$ cat src/rtl/rbcp_i2c_bridge.sv
// rbcp_i2c_bridge
//   RBCP local-bus slave sitting behind the SiTCP core. A small register
//   window (offsets 0x00..0x04) holds DEV/REG/WDATA, a CTRL/STAT register
//   and the last I2C read byte. A CTRL write with START=1 snapshots the
//   window into the I2C_* outputs and runs one single-byte transaction
//   on the downstream I2C master over a REQ/BUSY/DONE handshake, guarded
//   by a TIM_1MS based timeout.
//
//   Optional build macro: RBCP_I2C_AUTO_INC_EN
//     defined   - REG is incremented (mod 256) after every ACKed completion
//     undefined - REG changes only on RBCP writes
//
// Ports
//   CLK, RST            system clock, async active-high reset
//   TIM_1MS             1 ms tick
//   LOC_ACT/ADDR/WD/WE/RE  RBCP request side
//   LOC_ACK, LOC_RD     RBCP acknowledge pulse and read data
//   I2C_REQ/RNW/DEV/REG/WDATA  request to the I2C engine (snapshot)
//   I2C_BUSY/DONE/NACK/RDATA   status from the I2C engine
//
// state | meaning
// IDLE  | no transaction; START accepted
// REQ   | I2C_REQ high, waiting for engine to accept (BUSY) or finish
// WAIT  | engine running, waiting for I2C_DONE

module rbcp_i2c_bridge #(
   parameter logic [31:0] BASE_ADDR  = 32'h0000_0000,
   parameter int unsigned TIMEOUT_MS = 10
) (
   input  logic        CLK,
   input  logic        RST,
   input  logic        TIM_1MS,
   input  logic        LOC_ACT,
   input  logic [31:0] LOC_ADDR,
   input  logic [7:0]  LOC_WD,
   input  logic        LOC_WE,
   input  logic        LOC_RE,
   output logic        LOC_ACK,
   output logic [7:0]  LOC_RD,
   output logic        I2C_REQ,
   output logic        I2C_RNW,
   output logic [6:0]  I2C_DEV,
   output logic [7:0]  I2C_REG,
   output logic [7:0]  I2C_WDATA,
   input  logic        I2C_BUSY,
   input  logic        I2C_DONE,
   input  logic        I2C_NACK,
   input  logic [7:0]  I2C_RDATA
);

   typedef enum logic [1:0] {
      ST_IDLE = 2'd0,
      ST_REQ  = 2'd1,
      ST_WAIT = 2'd2
   } state_t;

   localparam logic [7:0] TMO_LIMIT = 8'(TIMEOUT_MS);

   state_t      state_q, state_d;
   logic [6:0]  dev_q, dev_d;
   logic [7:0]  reg_q, reg_d;
   logic [7:0]  wdata_q, wdata_d;
   logic [7:0]  rdata_q, rdata_d;
   logic        nack_q, nack_d;
   logic        tmo_q, tmo_d;
   logic        errb_q, errb_d;
   logic [7:0]  ms_cnt_q, ms_cnt_d;
   logic        start_q, start_d;
   logic        start_rnw_q, start_rnw_d;
   logic        ack_q, ack_d;
   logic [7:0]  rd_q, rd_d;
   logic        i2c_rnw_q, i2c_rnw_d;
   logic [6:0]  i2c_dev_q, i2c_dev_d;
   logic [7:0]  i2c_reg_q, i2c_reg_d;
   logic [7:0]  i2c_wdata_q, i2c_wdata_d;

   logic        hit, wr_en, rd_en, busy;
   logic [7:0]  off, status, rd_mux, ms_inc;
   logic        unused_act;

   assign unused_act = LOC_ACT;

   assign hit    = (LOC_ADDR[31:8] == BASE_ADDR[31:8]);
   assign off    = LOC_ADDR[7:0];
   assign wr_en  = hit & LOC_WE;
   // A simultaneous WE/RE is treated as a write only.
   assign rd_en  = hit & LOC_RE & ~LOC_WE;
   assign busy   = (state_q != ST_IDLE);
   assign status = {4'b0000, errb_q, tmo_q, nack_q, busy};
   assign ms_inc = (ms_cnt_q == 8'hFF) ? ms_cnt_q : ms_cnt_q + 8'd1;

   always_comb begin
      rd_mux = 8'h00;
      case (off)
         8'h00:   rd_mux = {1'b0, dev_q};
         8'h01:   rd_mux = reg_q;
         8'h02:   rd_mux = wdata_q;
         8'h03:   rd_mux = status;
         8'h04:   rd_mux = rdata_q;
         default: rd_mux = 8'h00;
      endcase
   end

   always_comb begin
      state_d     = state_q;
      dev_d       = dev_q;
      reg_d       = reg_q;
      wdata_d     = wdata_q;
      rdata_d     = rdata_q;
      nack_d      = nack_q;
      tmo_d       = tmo_q;
      errb_d      = errb_q;
      ms_cnt_d    = ms_cnt_q;
      i2c_rnw_d   = i2c_rnw_q;
      i2c_dev_d   = i2c_dev_q;
      i2c_reg_d   = i2c_reg_q;
      i2c_wdata_d = i2c_wdata_q;
      ack_d       = wr_en | rd_en;
      rd_d        = rd_en ? rd_mux : 8'h00;
      // START is acted on in the ACK cycle, so I2C_REQ follows ACK by one cycle.
      start_d     = wr_en && (off == 8'h03) && LOC_WD[0];
      start_rnw_d = LOC_WD[1];

      case (state_q)
         ST_IDLE: begin
            if (start_q) begin
               state_d     = ST_REQ;
               i2c_dev_d   = dev_q;
               i2c_reg_d   = reg_q;
               i2c_wdata_d = wdata_q;
               i2c_rnw_d   = start_rnw_q;
               nack_d      = 1'b0;
               tmo_d       = 1'b0;
               errb_d      = 1'b0;
               ms_cnt_d    = 8'h00;
            end
         end
         ST_REQ, ST_WAIT: begin
            if (start_q)
               errb_d = 1'b1;
            if (I2C_DONE) begin
               state_d = ST_IDLE;
               nack_d  = I2C_NACK;
               if (i2c_rnw_q && !I2C_NACK)
                  rdata_d = I2C_RDATA;
`ifdef RBCP_I2C_AUTO_INC_EN
               if (!I2C_NACK)
                  reg_d = reg_q + 8'd1;
`endif
            end else if (TIM_1MS && (ms_inc == TMO_LIMIT)) begin
               state_d  = ST_IDLE;
               tmo_d    = 1'b1;
               ms_cnt_d = ms_inc;
            end else begin
               if (TIM_1MS)
                  ms_cnt_d = ms_inc;
               if ((state_q == ST_REQ) && I2C_BUSY)
                  state_d = ST_WAIT;
            end
         end
         default: state_d = ST_IDLE;
      endcase

      // Bus writes come last so they take priority over the auto-increment.
      if (wr_en) begin
         case (off)
            8'h00:   dev_d   = LOC_WD[6:0];
            8'h01:   reg_d   = LOC_WD;
            8'h02:   wdata_d = LOC_WD;
            default: ;
         endcase
      end
   end

   always_ff @(posedge CLK or posedge RST) begin
      if (RST) begin
         state_q     <= ST_IDLE;
         dev_q       <= 7'h00;
         reg_q       <= 8'h00;
         wdata_q     <= 8'h00;
         rdata_q     <= 8'h00;
         nack_q      <= 1'b0;
         tmo_q       <= 1'b0;
         errb_q      <= 1'b0;
         ms_cnt_q    <= 8'h00;
         start_q     <= 1'b0;
         start_rnw_q <= 1'b0;
         ack_q       <= 1'b0;
         rd_q        <= 8'h00;
         i2c_rnw_q   <= 1'b0;
         i2c_dev_q   <= 7'h00;
         i2c_reg_q   <= 8'h00;
         i2c_wdata_q <= 8'h00;
      end else begin
         state_q     <= state_d;
         dev_q       <= dev_d;
         reg_q       <= reg_d;
         wdata_q     <= wdata_d;
         rdata_q     <= rdata_d;
         nack_q      <= nack_d;
         tmo_q       <= tmo_d;
         errb_q      <= errb_d;
         ms_cnt_q    <= ms_cnt_d;
         start_q     <= start_d;
         start_rnw_q <= start_rnw_d;
         ack_q       <= ack_d;
         rd_q        <= rd_d;
         i2c_rnw_q   <= i2c_rnw_d;
         i2c_dev_q   <= i2c_dev_d;
         i2c_reg_q   <= i2c_reg_d;
         i2c_wdata_q <= i2c_wdata_d;
      end
   end

   assign LOC_ACK   = ack_q;
   assign LOC_RD    = rd_q;
   assign I2C_REQ   = (state_q == ST_REQ);
   assign I2C_RNW   = i2c_rnw_q;
   assign I2C_DEV   = i2c_dev_q;
   assign I2C_REG   = i2c_reg_q;
   assign I2C_WDATA = i2c_wdata_q;

endmodule

$ cat config.mk
export PLATFORM = sky130hd
export DESIGN_NAME = rbcp_i2c_bridge
export DESIGN_NICKNAME = d
export VERILOG_FILES = /design/src/rtl/rbcp_i2c_bridge.sv
export SDC_FILE = /design/constraint.sdc
export NUM_CORES = 1
export LEC_CHECK = 0
export BUFFER_PORTS_ARGS = -buffer_cell sky130_fd_sc_hd__buf_2
export CAP_MARGIN = 25
export CORE_MARGIN = 3
export CORE_UTILIZATION = 53
export DETAILED_ROUTE_END_ITERATION = 7
export GPL_TIMING_DRIVEN = 0
export PLACE_DENSITY_LB_ADDON = 0.08
export SETUP_SLACK_MARGIN = 0.3
export SYNTH_ARGS = -nofsm -noshare
export SYNTH_HDL_FRONTEND = slang
export SYNTH_SLANG_ARGS = --single-unit
$ cat constraint.sdc
create_clock -name CLK -period 3.1 [get_ports CLK]
set_input_delay 0.465 -clock CLK [delete_from_list [all_inputs] [get_ports CLK]]
set_output_delay 0.465 -clock CLK [all_outputs]
set_load 0.05 [all_outputs]
* After elaboration in Yosys (flattened, before gate mapping)
Index checks and enable logic that the tools add are counted.
** Storage, ports and cells
- Flip-flop bits (word level) :: 79
- Bits of input ports :: 57
- Output and inout bits :: 34
- Word-level logic and storage cells :: 81
** Cells by class
- Add/sub/neg operators :: 1
- Equality and inequality tests :: 15
- Multiplexer cells :: 21
- Bitwise operators :: 5
- Reduce and logical (&&, ||, !) cells :: 22
** Operators by type and width (number)
- 8-bit 2-to-1 mux :: 6
- 8-bit case mux with 5 select lines :: 1
- 24-bit logical NOT :: 1
- 8-bit by 2-bit equality test with 1-bit output (second input constant) :: 2
- 8-bit case mux with 2 select lines :: 1
- 2-bit != test (second input constant) :: 5
- 2-bit AND reduction :: 5
- 3-bit AND reduction :: 3
- 8-bit by 1-bit adder with 8-bit output (second input constant) :: 1
- 8-bit by 1-bit equality test with 1-bit output (second input constant) :: 1
- 8-bit by 3-bit equality test with 1-bit output (second input constant) :: 1
- 8-bit by 4-bit equality test with 1-bit output (second input constant) :: 1
- 8-bit equality test (second input constant) :: 1
- 8-bit logical NOT :: 1
- 2-bit 2-to-1 mux :: 4
- 4-bit AND reduction :: 2
- 1-bit case mux with 2 select lines :: 3
- 1-bit logical AND :: 5
- 1-bit 2-to-1 mux :: 5
- 4-bit != test (second input constant) :: 1
- 2-bit case mux with 2 select lines :: 1
- 2-bit nonzero test :: 2
- 1-bit AND :: 3
- 3-bit != test (second input constant) :: 1
- other kinds (7) :: 7

* Depth between registers and ports, before layout
Gate-level depths: netlist (run 1).
- Word-level depth :: 7
- Depth in mapped cells :: 8
- Gate-level depth less buffers :: 7

* Worst setup path before layout (run 1)
Ideal clock, no wire load.
- Path kind :: input -> register
- From :: input port LOC_ADDR[20]
- To :: register dev_q[0]
- Library setup time :: 0.125 ns
- Data arrival time :: 1.875 ns
- Data required time :: 2.975 ns
- Setup slack :: 1.100 ns
- Stages on the path :: 6
- Buffers on the path :: 1
- Cell sequence :: nor4_1 -> nand4_1 -> nor3_4 -> and3_2 -> buf_2 -> mux2_2
** Between the ends
- Cells in the longest elaborated chain, start to end :: 3
** Ends and longest elaborated chain
- from (decl) :: line 34 : input logic [31:0] LOC_ADDR,
- 24-bit logical NOT :: line 83 : assign hit = (LOC_ADDR[31:8] == BASE_ADDR[31:8]);
- 1-bit AND :: line 85 : assign wr_en = hit & LOC_WE;
- 2-bit AND reduction (no source line)
- to (signal assigned) :: line 196 : dev_q <= dev_d;
- to (decl) :: line 60 : logic [6:0] dev_q, dev_d;
Every way passes these cells.
A chain may end at the register's enable or synchronous reset.

* Worst setup path in the final report (run 1)
- From :: register state_q[0]
- To :: register rdata_q[7]
** Between the ends
- Cells in the longest elaborated chain, start to end :: 3
- Elaborated cells between the ends (all ways) :: 4
- Classes of those cells :: eq/ne: 2; reduce/logical: 2
** Ends and longest elaborated chain
- from (decl) :: line 59 : state_t state_q, state_d;
- from (signal assigned) :: line 195 : state_q <= state_d;
- 2-bit by 1-bit equality test with 1-bit output or 2-bit equality test (tied branches) :: line 124 : case (state_q)
- 2-bit OR reduction * :: line 124
- 3-bit AND reduction (no source line) *
- to (signal assigned) :: line 199 : rdata_q <= rdata_d;
- to (decl) :: line 63 : logic [7:0] rdata_q, rdata_d;
Every way passes the cells marked *; elsewhere a longest branch is shown, timed or not.

==> results of run 1 <==
## synthesized netlist by cell type (all sizes together) (3+ instances only)
| master | instances | share of area |
|---|---|---|
| dfrtp | 79 | 0.53 |
| mux2 | 60 | 0.18 |
| nand2 | 24 | 0.024 |
| nor2 | 20 | 0.020 |
| a22oi | 11 | 0.022 |
| o21ai | 11 | 0.015 |
| a21oi | 9 | 0.012 |
| clkbuf | 8 | 0.011 |
| inv | 8 | 0.0080 |
| nand3 | 8 | 0.012 |
| and3 | 6 | 0.010 |
| ha | 6 | 0.020 |
| nor4 | 6 | 0.010 |
| mux2i | 5 | 0.013 |
| nor2b | 5 | 0.0084 |
| nor3 | 5 | 0.014 |
| a31o | 3 | 0.0070 |
| a31oi | 3 | 0.0050 |
| and4 | 3 | 0.0074 |
| nand2b | 3 | 0.0050 |
| nand4 | 3 | 0.0050 |
| o21a | 3 | 0.0060 |
## worst min path at each step
stage	from	to	slack, ps	cells past startpoint
6_report	RST	dev_q[1]	140	2
5_1_grt	RST	rdata_q[4]	150	2
4_1_cts	RST	rdata_q[4]	150	2
3_5_place_dp	start_rnw_q	I2C_RNW	470	1
3_3_place_gp	start_rnw_q	I2C_RNW	460	1
2_1_floorplan	start_rnw_q	I2C_RNW	460	1
## cell usage in the layout, fill, tap and decap left out, types with 2 or more instances in the layout
cell type,instances
nor3_1,2
and4_1,2
inv_1,7
nor4_1,6
nor2_1,20
mux2_2,60
clkbuf_8,10
and3_1,5
mux2i_1,5
nand2b_1,3
o21ai_0,11
or2_2,2
a22o_1,2
nor3b_1,2
a31oi_1,3
nor3_4,2
dfrtp_1,79
bufinv_16,2
o21a_1,3
nand4_1,3
a21oi_1,9
a41oi_1,2
nand2_1,24
nand3_1,7
a31o_2,3
a22oi_1,11
ha_1,6
clkbuf_1,7
nor2b_1,5
buf_2,89
clkinv_2,2
## logic make-up (layout without fill, tap and decap cells)
family / after synthesis / in the layout / share of synthesized area
XOR/XNOR: 1 / 1 / 0.00235
flip-flops: 79 / 79 / 0.529
buffers and inverters: 18 / 123 / 0.0231
multiplexers: 65 / 65 / 0.194
AO/OA/AOI/OAI: 51 / 51 / 0.0925
adder cells (fa/ha/maj): 6 / 6 / 0.0201
AND/OR/NAND/NOR: 92 / 92 / 0.138
## cell type report
class / instances / share of cell area
Tap cell: 93 / 0.0257
Inverter: 8 / 0.00718
Clock inverter: 7 / 0.0210
Timing Repair Buffer: 89 / 0.102
Buffer: 10 / 0.0124
Sequential cell: 79 / 0.436
Multi-Input combinational cell: 215 / 0.369
Clock buffer: 9 / 0.0273
## stage by stage
step | utilization | hold WS [ps] | setup WS (ps) | cell area [um2]
2_1_floorplan | - | 456 | 612 | 3730
6_report | 0.686 | 137 | 879 | 4530
3_3_place_gp | 0.650 | 460 | -323 | 4290
4_1_cts | 0.686 | 150 | 848 | 4530
5_1_grt | 0.686 | 153 | 699 | 4530
3_5_place_dp | 0.653 | 473 | 734 | 4310
## power groups by stage
| stage | clock (W) | sequential, W | combinational, W |
|---|---|---|---|
| finish | 0.000847 | 0.00103 | 0.0000879 |
| global route | 0.000903 | 0.00103 | 0.0000977 |
| CTS | 0.000851 | 0.00103 | 0.0000897 |
| detailed placement | 0 | 0.00105 | 0.0000895 |
| global placement | 0 | 0.00105 | 0.0000840 |
| floorplan | 0 | 0.00105 | 0.0000329 |
## flip-flops by register name, summed over array words and instances (netlist names)
| name | cells |
|---|---|
| rdata_q | 8 |
| start_rnw_q | 1 |
| I2C_WDATA | 8 |
| wdata_q | 8 |
| reg_q | 8 |
| I2C_REG | 8 |
| state_q | 2 |
| errb_q | 1 |
| I2C_RNW | 1 |
| start_q | 1 |
| nack_q | 1 |
| I2C_DEV | 7 |
| LOC_ACK | 1 |
| tmo_q | 1 |
| dev_q | 7 |
| ms_cnt_q | 8 |
| LOC_RD | 8 |
## layer usage
layer | vias to the layer above | global-route usage | wire length, um
met3 | 9 | 0.0576 | 536
met5 | - | 0 | 0
met4 | 0 | 0.0536 | 82
met1 | 1440 | 0.275 | 3680
met2 | 88 | 0.385 | 4380
li1 | 1335 | - | -
## critical path, cell delays in order, from the launching register on
cell and delay [ps]:
dfrtp_1 410, inv_1 90, ha_1 280, clkbuf_1 320, nand4b_1 540, mux2_2 460
==> results.sh, run 1 <==
export IMPL_outcome="complete, no violations"
export IMPL_num_io_pins=91
export IMPL_worstReg2RegStart="state_q[0]"
export IMPL_syn_area_um2=3730
export IMPL_grt_first_pass_wirelength_um=14300
export IMPL_synth_warning_count=0
export IMPL_power_frac_seq=0.524
export IMPL_finalNetCount=475
export IMPL_holdBufCountCts=0
export IMPL_die_area_um2=8090
export IMPL_hpwl_um=6320
export IMPL_cp_data_arrival_time_ps=2450
export IMPL_chipHeight_um=89.9
export IMPL_initial_utilization=0.566
export IMPL_setup_viol=0
export IMPL_asyncSetResetFlopFracSynth=1.00
export IMPL_drtAntennaViolNets=0
export IMPL_syn_inst=312
export IMPL_worst_max_slew_margin_expressed_relative_to_the_limit=0.572
export IMPL_synth_top_flop_cell="dfrtp_1"
export IMPL_cap_viol_max_count=0
export IMPL_tightest_hold_check_type="input pin to async pin"
export IMPL_global_route_overflow_total=0
export IMPL_drt_vias_per_instance=5.63
export IMPL_slew_violations=0
export IMPL_clockPowerShare=0.431
export IMPL_wl_per_cell_um=17.0
export IMPL_powerDensity_nw_per_um2=433
export IMPL_syn_avg_cell_area_um2=12.0
export IMPL_numCtsBuffers=9
export IMPL_syn2layout_area_growth_pct=21.4
export IMPL_drive_above_1_share=0.441
export IMPL_post_layout_total_power_w=0.00196
export IMPL_cell_rows=29
export IMPL_placeableCoreArea_um2=6600
export IMPL_worst_slew_pin_transition_ps=642
export IMPL_timing_critical_path_to="rdata_q[7]"
export IMPL_grt_usage=0.221
export IMPL_achievable_frequency_ghz=0.450
export IMPL_die_w_um=89.9
export IMPL_synthesis_nets=375
export IMPL_multi_input_comb_area_um2=1670
export IMPL_finalSetupTns_ps=0
export IMPL_htree_num_levels=3
export IMPL_leakagePower_nw=2.37
export IMPL_critPathMaxFanout=10
export IMPL_final_period_utilization=0.716
export IMPL_clkSinkCount=79
export IMPL_min_period_ps=2220
export IMPL_detail_route_first_pass_iterations=4
export IMPL_total_net_switching_power_w=0.000444
export IMPL_grt_max_degree=44
export IMPL_instances_no_fill=510
export IMPL_internal_power_w=0.00152
export IMPL_synthDistinctLibCells=47
export IMPL_rsz0062_at_grt="no"
export IMPL_dpl_cell_count=494
export IMPL_pwr_share_comb=0.045
export IMPL_cts_resized=0
export IMPL_cts_root_to_sink_buffers=2
export IMPL_critical_setup_path_class="flip-flop to flip-flop"
export IMPL_routed_wirelength_um=8690
export IMPL_seq_area_frac_synth=0.529
export IMPL_clk_pin_slew_ps=80
export IMPL_detail_route_drc_violations=0
export IMPL_num_fill_cells=530
export IMPL_worst_case_reg_to_reg_path_depth=5
export IMPL_number_of_flops_mapped_to_enable_cells_by_yosys=0
export IMPL_cp_data_required_time_ps=3330
export IMPL_worst_setup_ep_type="flip-flop"
export IMPL_worst_skew_pair_late_latency_ps=340
export IMPL_ctsRootBufferMaster="clkbuf_8"
export IMPL_setup_worst_path_start_class="flip-flop"
export IMPL_irDropWorstVdd_mv=0.452
export IMPL_synth_seq_cells=79
export IMPL_route_vias_total=2872
export IMPL_number_of_violations_reported_at_the_end_of_detailed_routing_iteration_0=148
export IMPL_postCtsSetupBuffers=0
export IMPL_cts_tree="yes"
export IMPL_via_count_of_the_first_global_routing_pass=2935
export IMPL_place_port_buffers=88
export IMPL_r2r_end="rdata_q[7]"
export IMPL_grt_antenna_before_repair=0
export IMPL_critical_path_startpoint="state_q[0]"
export IMPL_r2r_setup_slk_ps=880
export IMPL_gpl_final_weighted_congestion=0.850
export IMPL_timing_final_hold_violations=0
export IMPL_swShare=0.226
export IMPL_sequential_cell_area_um2=1980
export IMPL_antenna_cells=0
export IMPL_clock_skew_ps=8.94
(Power assumes the default switching activity.)
==> run 2: changes to the inputs <==
==> constraint.sdc (replaced) <==
create_clock -name CLK -period 2.1 [get_ports CLK]
set_input_delay 0.315 -clock CLK [delete_from_list [all_inputs] [get_ports CLK]]
set_output_delay 0.315 -clock CLK [all_outputs]
set_load 0.05 [all_outputs]
==> run 2 against run 1 <==
  * Via count is 2.1% higher
  * Count of clock-buffer cells in the layout increased by 1
  * Combinational power up 63%
  * Maximum frequency up 27%
  * Non-clock buffer count up 10
  * Critical path type unchanged
  * Largest cell class unchanged
  * Largest power group unchanged
==> results.sh, run 2 (synthesized netlist as in run 1, its figures left out) <==
export IMPL_num_fill_cells=497
export IMPL_dp_worst_setup_slack_ps=-204
export IMPL_cell_rows=29
export IMPL_htree_num_levels=3
export IMPL_cts_tree="yes"
export IMPL_clk_pin_slew_ps=80
export IMPL_worst_skew_pair_late_latency_ps=350
export IMPL_worst_slack_ps=354
export IMPL_finalInstanceArea_um2=4820
export IMPL_chipHeight_um=89.9
export IMPL_post_layout_total_power_w=0.00293
export IMPL_cts_root_to_sink_buffers=2
export IMPL_critPathMaxStageDelay_ps=380
export IMPL_achievable_frequency_ghz=0.573
export IMPL_drtAntennaViolNets=0
export IMPL_place_port_buffers=88
export IMPL_setup_worst_path_start_class="flip-flop"
export IMPL_grt_first_pass_wirelength_um=15200
export IMPL_finalSetupTns_ps=0
export IMPL_ctsRootBufferMaster="clkbuf_8"
export IMPL_numCtsBuffers=9
export IMPL_detail_route_drc_violations=0
export IMPL_cap_viol_max_count=0
export IMPL_die_w_um=89.9
export IMPL_holdBufCountCts=0
export IMPL_finalNetCount=485
export IMPL_slew_violations=0
export IMPL_gpl_final_weighted_congestion=0.833
export IMPL_route_vias_total=2931
export IMPL_worst_slew_pin_transition_ps=840
export IMPL_drt_vias_per_instance=5.64
export IMPL_powerDensity_nw_per_um2=607
export IMPL_worst_setup_ep_type="flip-flop"
export IMPL_initial_utilization=0.566
export IMPL_antenna_cells=0
export IMPL_worst_max_slew_margin_expressed_relative_to_the_limit=0.439
export IMPL_min_period_ps=1750
export IMPL_final_period_utilization=0.832
export IMPL_leakagePower_nw=2.45
export IMPL_global_route_overflow_total=0
export IMPL_place_area_um2=4420
export IMPL_syn2layout_area_growth_pct=29.0
export IMPL_cp_data_required_time_ps=2340
export IMPL_outcome="complete, no violations"
export IMPL_routed_wirelength_um=9290
export IMPL_grt_antenna_before_repair=0
export IMPL_m1WireLength_um=4020
export IMPL_crit_path_cell_trace="inv_2 -> ha_2 -> nand2_1 -> clkbuf_4 -> mux2_2"
export IMPL_critical_path_cell_with_the_highest_stage_delay="dfrtp_1"
export IMPL_cp_data_arrival_time_ps=1990
export IMPL_top_layer_used="met4"
export IMPL_detail_route_first_pass_iterations=4
export IMPL_wl_met3_um=580
export IMPL_grt_max_degree=44
export IMPL_grt_usage=0.236
export IMPL_tightest_hold_check_type="input pin to async pin"
export IMPL_final_common_cell="buf_2"
export IMPL_clock_skew_ps=8.81
export IMPL_drive_above_1_share=0.504
export IMPL_critical_setup_path_class="flip-flop to flip-flop"
export IMPL_most_common_layout_cells="buf_2, dfrtp_1, mux2_2, nand2_1, nor2_1"
export IMPL_worst_case_reg_to_reg_path_depth=5
export IMPL_number_of_violations_reported_at_the_end_of_detailed_routing_iteration_0=158
export IMPL_via_count_of_the_first_global_routing_pass=3010
export IMPL_setup_viol=0
export IMPL_critPathMaxFanout=10
export IMPL_die_area_um2=8090
export IMPL_num_io_pins=91
export IMPL_wl_per_cell_um=17.9
export IMPL_timing_final_hold_violations=0
export IMPL_rsz0062_at_grt="yes"
export IMPL_clkSinkCount=79
export IMPL_placeableCoreArea_um2=6600
export IMPL_irDropWorstVdd_mv=0.592
export IMPL_hpwl_um=6250
export IMPL_detailroute_wirelength_met2_um=4580
[run 2: path summary, 6_finish.rpt]
path	from	to	slack, ps
max in group asynchronous	RST	reg_q[0]	1320
max reg2reg	state_q[0]	I2C_WDATA[0]	350
min reg2reg	start_rnw_q	I2C_RNW	490
max	state_q[0]	I2C_WDATA[0]	350
min	RST	I2C_REG[7]	110
min in group CLK	LOC_WD[1]	start_rnw_q	110
[run 2: final cells by class]
class                   count  area [um2]  area share
clock buffers              10         128      0.0265
clock inverters             6        92.6      0.0192
inverters                   8        33.8     0.00701
flip-flops and latches     79        1980       0.410
well taps                  93         116      0.0241
repair buffers             99         548       0.114
plain buffers              10        78.8      0.0164
multi-input cells         215        1840       0.383
[run 2: worst max-delay path, delay by kind of cell (launching register included)]
family,cells,cell delay [ps]
adders and majority gates,1,210
muxes,1,360
buffers and inverters,2,400
and+or+nand+nor,1,280
DFF,1,380
[run 2: layer usage]
| layer | track usage | vias to the layer above |
|---|---|---|
| li1 | - | 1365 |
| met1 | 0.302 | 1449 |
| met2 | 0.401 | 106 |
| met3 | 0.0601 | 11 |
| met4 | 0.0663 | 0 |
| met5 | 0 | - |
[run 2: per-stage QoR]
| step | std cells | utilization | hold WS (ps) |
|---|---|---|---|
| after floorplan | 312 | - | 346 |
| after global placement | 493 | 0.666 | 460 |
| after detailed placement | 494 | 0.669 | 474 |
| after CTS | 519 | 0.718 | 98.4 |
| after global routing | 520 | 0.730 | 101 |
| final | 520 | 0.730 | 109 |
[run 2: timing repair]
action | 4_1_cts | 5_1_grt
setup endpoints to repair | 47 | 43
buffers inserted | 9 | 1
gates resized for setup | 11 | 19
pin swaps | 3 | 3
[run 2: power by group]
part           switching [W]  internal [W]
sequential       0.000000228       0.00152
clock               0.000584      0.000678
combinational      0.0000864     0.0000568
total               0.000671       0.00226
==> run 3: changes to the inputs <==
--- a/config.mk
+++ b/config.mk
@@ -8,7 +8,7 @@
 export BUFFER_PORTS_ARGS = -buffer_cell sky130_fd_sc_hd__buf_2
 export CAP_MARGIN = 25
 export CORE_MARGIN = 3
-export CORE_UTILIZATION = 53
+export CORE_UTILIZATION = 48
 export DETAILED_ROUTE_END_ITERATION = 7
 export GPL_TIMING_DRIVEN = 0
 export PLACE_DENSITY_LB_ADDON = 0.08
==> constraint.sdc (replaced) <==
create_clock -name CLK -period 1.4 [get_ports CLK]
set_input_delay 0.21 -clock CLK [delete_from_list [all_inputs] [get_ports CLK]]
set_output_delay 0.21 -clock CLK [all_outputs]
set_load 0.05 [all_outputs]
==> run 3 against run 2 <==
  * Critical endpoint is now ms_cnt_q[0]
  * Cell area is 22% higher
  * Count of clock-buffer cells in the layout down 1
  * Worst hold slack worse by 87 ps
  * Critical path type unchanged
  * The run now ends with setup timing left
  * Clock power up 38%
  * Cell count is 9.6% higher
  * Flip-flop and latch count stayed put
  * Highest routed layer unchanged
==> results.sh, run 3 (synthesized netlist as in run 1, its figures left out) <==
export IMPL_outcome="finished, violations left"
export IMPL_violated_checks="setup timing"
export IMPL_timing_critical_path_to="ms_cnt_q[0]"
export IMPL_dpl_cell_count=500
export IMPL_worst_slew_pin_transition_ps=872
export IMPL_antenna_cells=0
export IMPL_cell_rows=31
export IMPL_num_io_pins=91
export IMPL_clk_pin_slew_ps=90
export IMPL_drtAntennaViolNets=0
export IMPL_critical_path_startpoint="state_q[0]"
export IMPL_worst_max_slew_margin_expressed_relative_to_the_limit=0.418
export IMPL_r2r_setup_slk_ps=-330
export IMPL_final_period_utilization=1.23
export IMPL_worst_skew_pair_late_latency_ps=350
export IMPL_timing_final_hold_violations=0
export IMPL_r2r_end="ms_cnt_q[0]"
export IMPL_cts_tree="yes"
export IMPL_drt_vias_per_instance=5.41
export IMPL_ctsRootBufferMaster="clkbuf_8"
export IMPL_instances_no_fill=570
export IMPL_grt_first_pass_wirelength_um=16200
export IMPL_setup_viol=68
export IMPL_number_of_violations_reported_at_the_end_of_detailed_routing_iteration_0=113
export IMPL_numCtsBuffers=9
export IMPL_hpwl_um=6400
export IMPL_grt_max_degree=42
export IMPL_final_common_cell="dfrtp_1"
export IMPL_detail_route_first_pass_iterations=4
export IMPL_tightest_hold_check_type="input pin to async pin"
export IMPL_cp_data_arrival_time_ps=1960
export IMPL_post_layout_total_power_w=0.00426
export IMPL_grt_antenna_before_repair=0
export IMPL_irDropWorstVdd_mv=0.592
export IMPL_setup_worst_path_start_class="flip-flop"
export IMPL_critical_setup_path_class="flip-flop to flip-flop"
export IMPL_leakagePower_nw=2.93
export IMPL_worstReg2RegStart="state_q[0]"
export IMPL_critPathMaxFanout=4
export IMPL_worst_setup_ep_type="flip-flop"
export IMPL_route_vias_total=3085
export IMPL_cts_root_to_sink_buffers=2
export IMPL_clock_skew_ps=13.3
export IMPL_place_port_buffers=88
export IMPL_placeableCoreArea_um2=7410
export IMPL_cp_data_required_time_ps=1630
export IMPL_detail_route_drc_violations=0
export IMPL_global_route_overflow_total=0
export IMPL_gpl_final_weighted_congestion=0.783
export IMPL_wl_per_cell_um=18.3
export IMPL_worst_case_reg_to_reg_path_depth=8
export IMPL_finalInstanceArea_um2=5860
export IMPL_initial_utilization=0.504
export IMPL_rsz0062_at_grt="yes"
export IMPL_via_count_of_the_first_global_routing_pass=3139
export IMPL_finalNetCount=529
export IMPL_clkSinkCount=79
export IMPL_powerDensity_nw_per_um2=728
export IMPL_grt_usage=0.243
export IMPL_worst_slack_ps=-327
export IMPL_chipHeight_um=94.2
export IMPL_syn2layout_area_growth_pct=56.9
export IMPL_most_common_layout_cells="dfrtp_1, buf_6, buf_2, mux2_4, buf_4"
export IMPL_place_area_um2=4670
export IMPL_die_w_um=94.2
export IMPL_min_period_ps=1730
export IMPL_achievable_frequency_ghz=0.579
export IMPL_routed_wirelength_um=10400
export IMPL_drive_above_1_share=0.622
export IMPL_die_area_um2=8880
export IMPL_slew_violations=0
export IMPL_cap_viol_max_count=0
export IMPL_htree_num_levels=3
==> run 3: where the power goes <==
group          total (W)  switching (W)  internal, W  leakage (nW)
Sequential       0.00228    0.000000306      0.00228          1.09
Clock            0.00174       0.000894     0.000850         0.105
Combinational   0.000238       0.000137     0.000101          1.73
Total            0.00426        0.00103      0.00323          2.93
==> run 3: layout make-up <==
type	count	area (um2)
repair buffers	143	1210
clock buffers	9	124
flip-flops and latches	79	1980
well taps	99	124
clock inverters	7	78.8
plain buffers	10	144
inverters	8	33.8
multi-input cells	215	2160
fillers	452	1550
==> run 3: per-stage QoR <==
| stage | TNS (ps) | hold slack (ps) | utilization | worst slack, ps |
|---|---|---|---|---|
| 2_1_floorplan | -10280 | 241 | - | -305 |
| 3_3_place_gp | -47330 | 396 | 0.627 | -757 |
| 3_5_place_dp | -27640 | 399 | 0.630 | -756 |
| 4_1_cts | -7640 | 39.3 | 0.760 | -267 |
| 5_1_grt | -11380 | 44.7 | 0.791 | -389 |
| 6_report | -8420 | 21.8 | 0.791 | -327 |
==> run 3: repair_timing <==
action,in CTS,in global routing
hold buffers,0,0
setup buffers,33,19
cloned,2,0
gates resized for setup,124,24
pin swaps,18,13
endpoints found under the setup margin,111,111
==> run 3: worst min-delay path by stage <==
stage,startpoint,end,slack (ps),cells after the start
after floorplan,LOC_WD[1],start_rnw_q,240,0
after global placement,LOC_WD[1],start_rnw_q,400,1
after detailed placement,LOC_WD[1],start_rnw_q,400,1
after CTS,RST,ms_cnt_q[3],40,2
after global routing,LOC_WD[1],start_rnw_q,40,1
final,RST,ms_cnt_q[3],20,2
==> run 3: critical path: stages (launching register included) <==
cell	delay, ps
dfrtp_1	410
inv_2	90
ha_4	210
clkbuf_16	150
a211oi_4	300
nand2_2	110
buf_6	140
xor2_1	150
nor2_1	60
==> run 3: routing by layer <==
| metal | vias to the layer above | track usage | share of wire |
|---|---|---|---|
| li1 | 1448 | - | - |
| met1 | 1558 | 0.329 | 0.44 |
| met2 | 71 | 0.401 | 0.51 |
| met3 | 8 | 0.0465 | 0.040 |
| met4 | 0 | 0.0638 | 0.0091 |
| met5 | - | 0 | 0 |
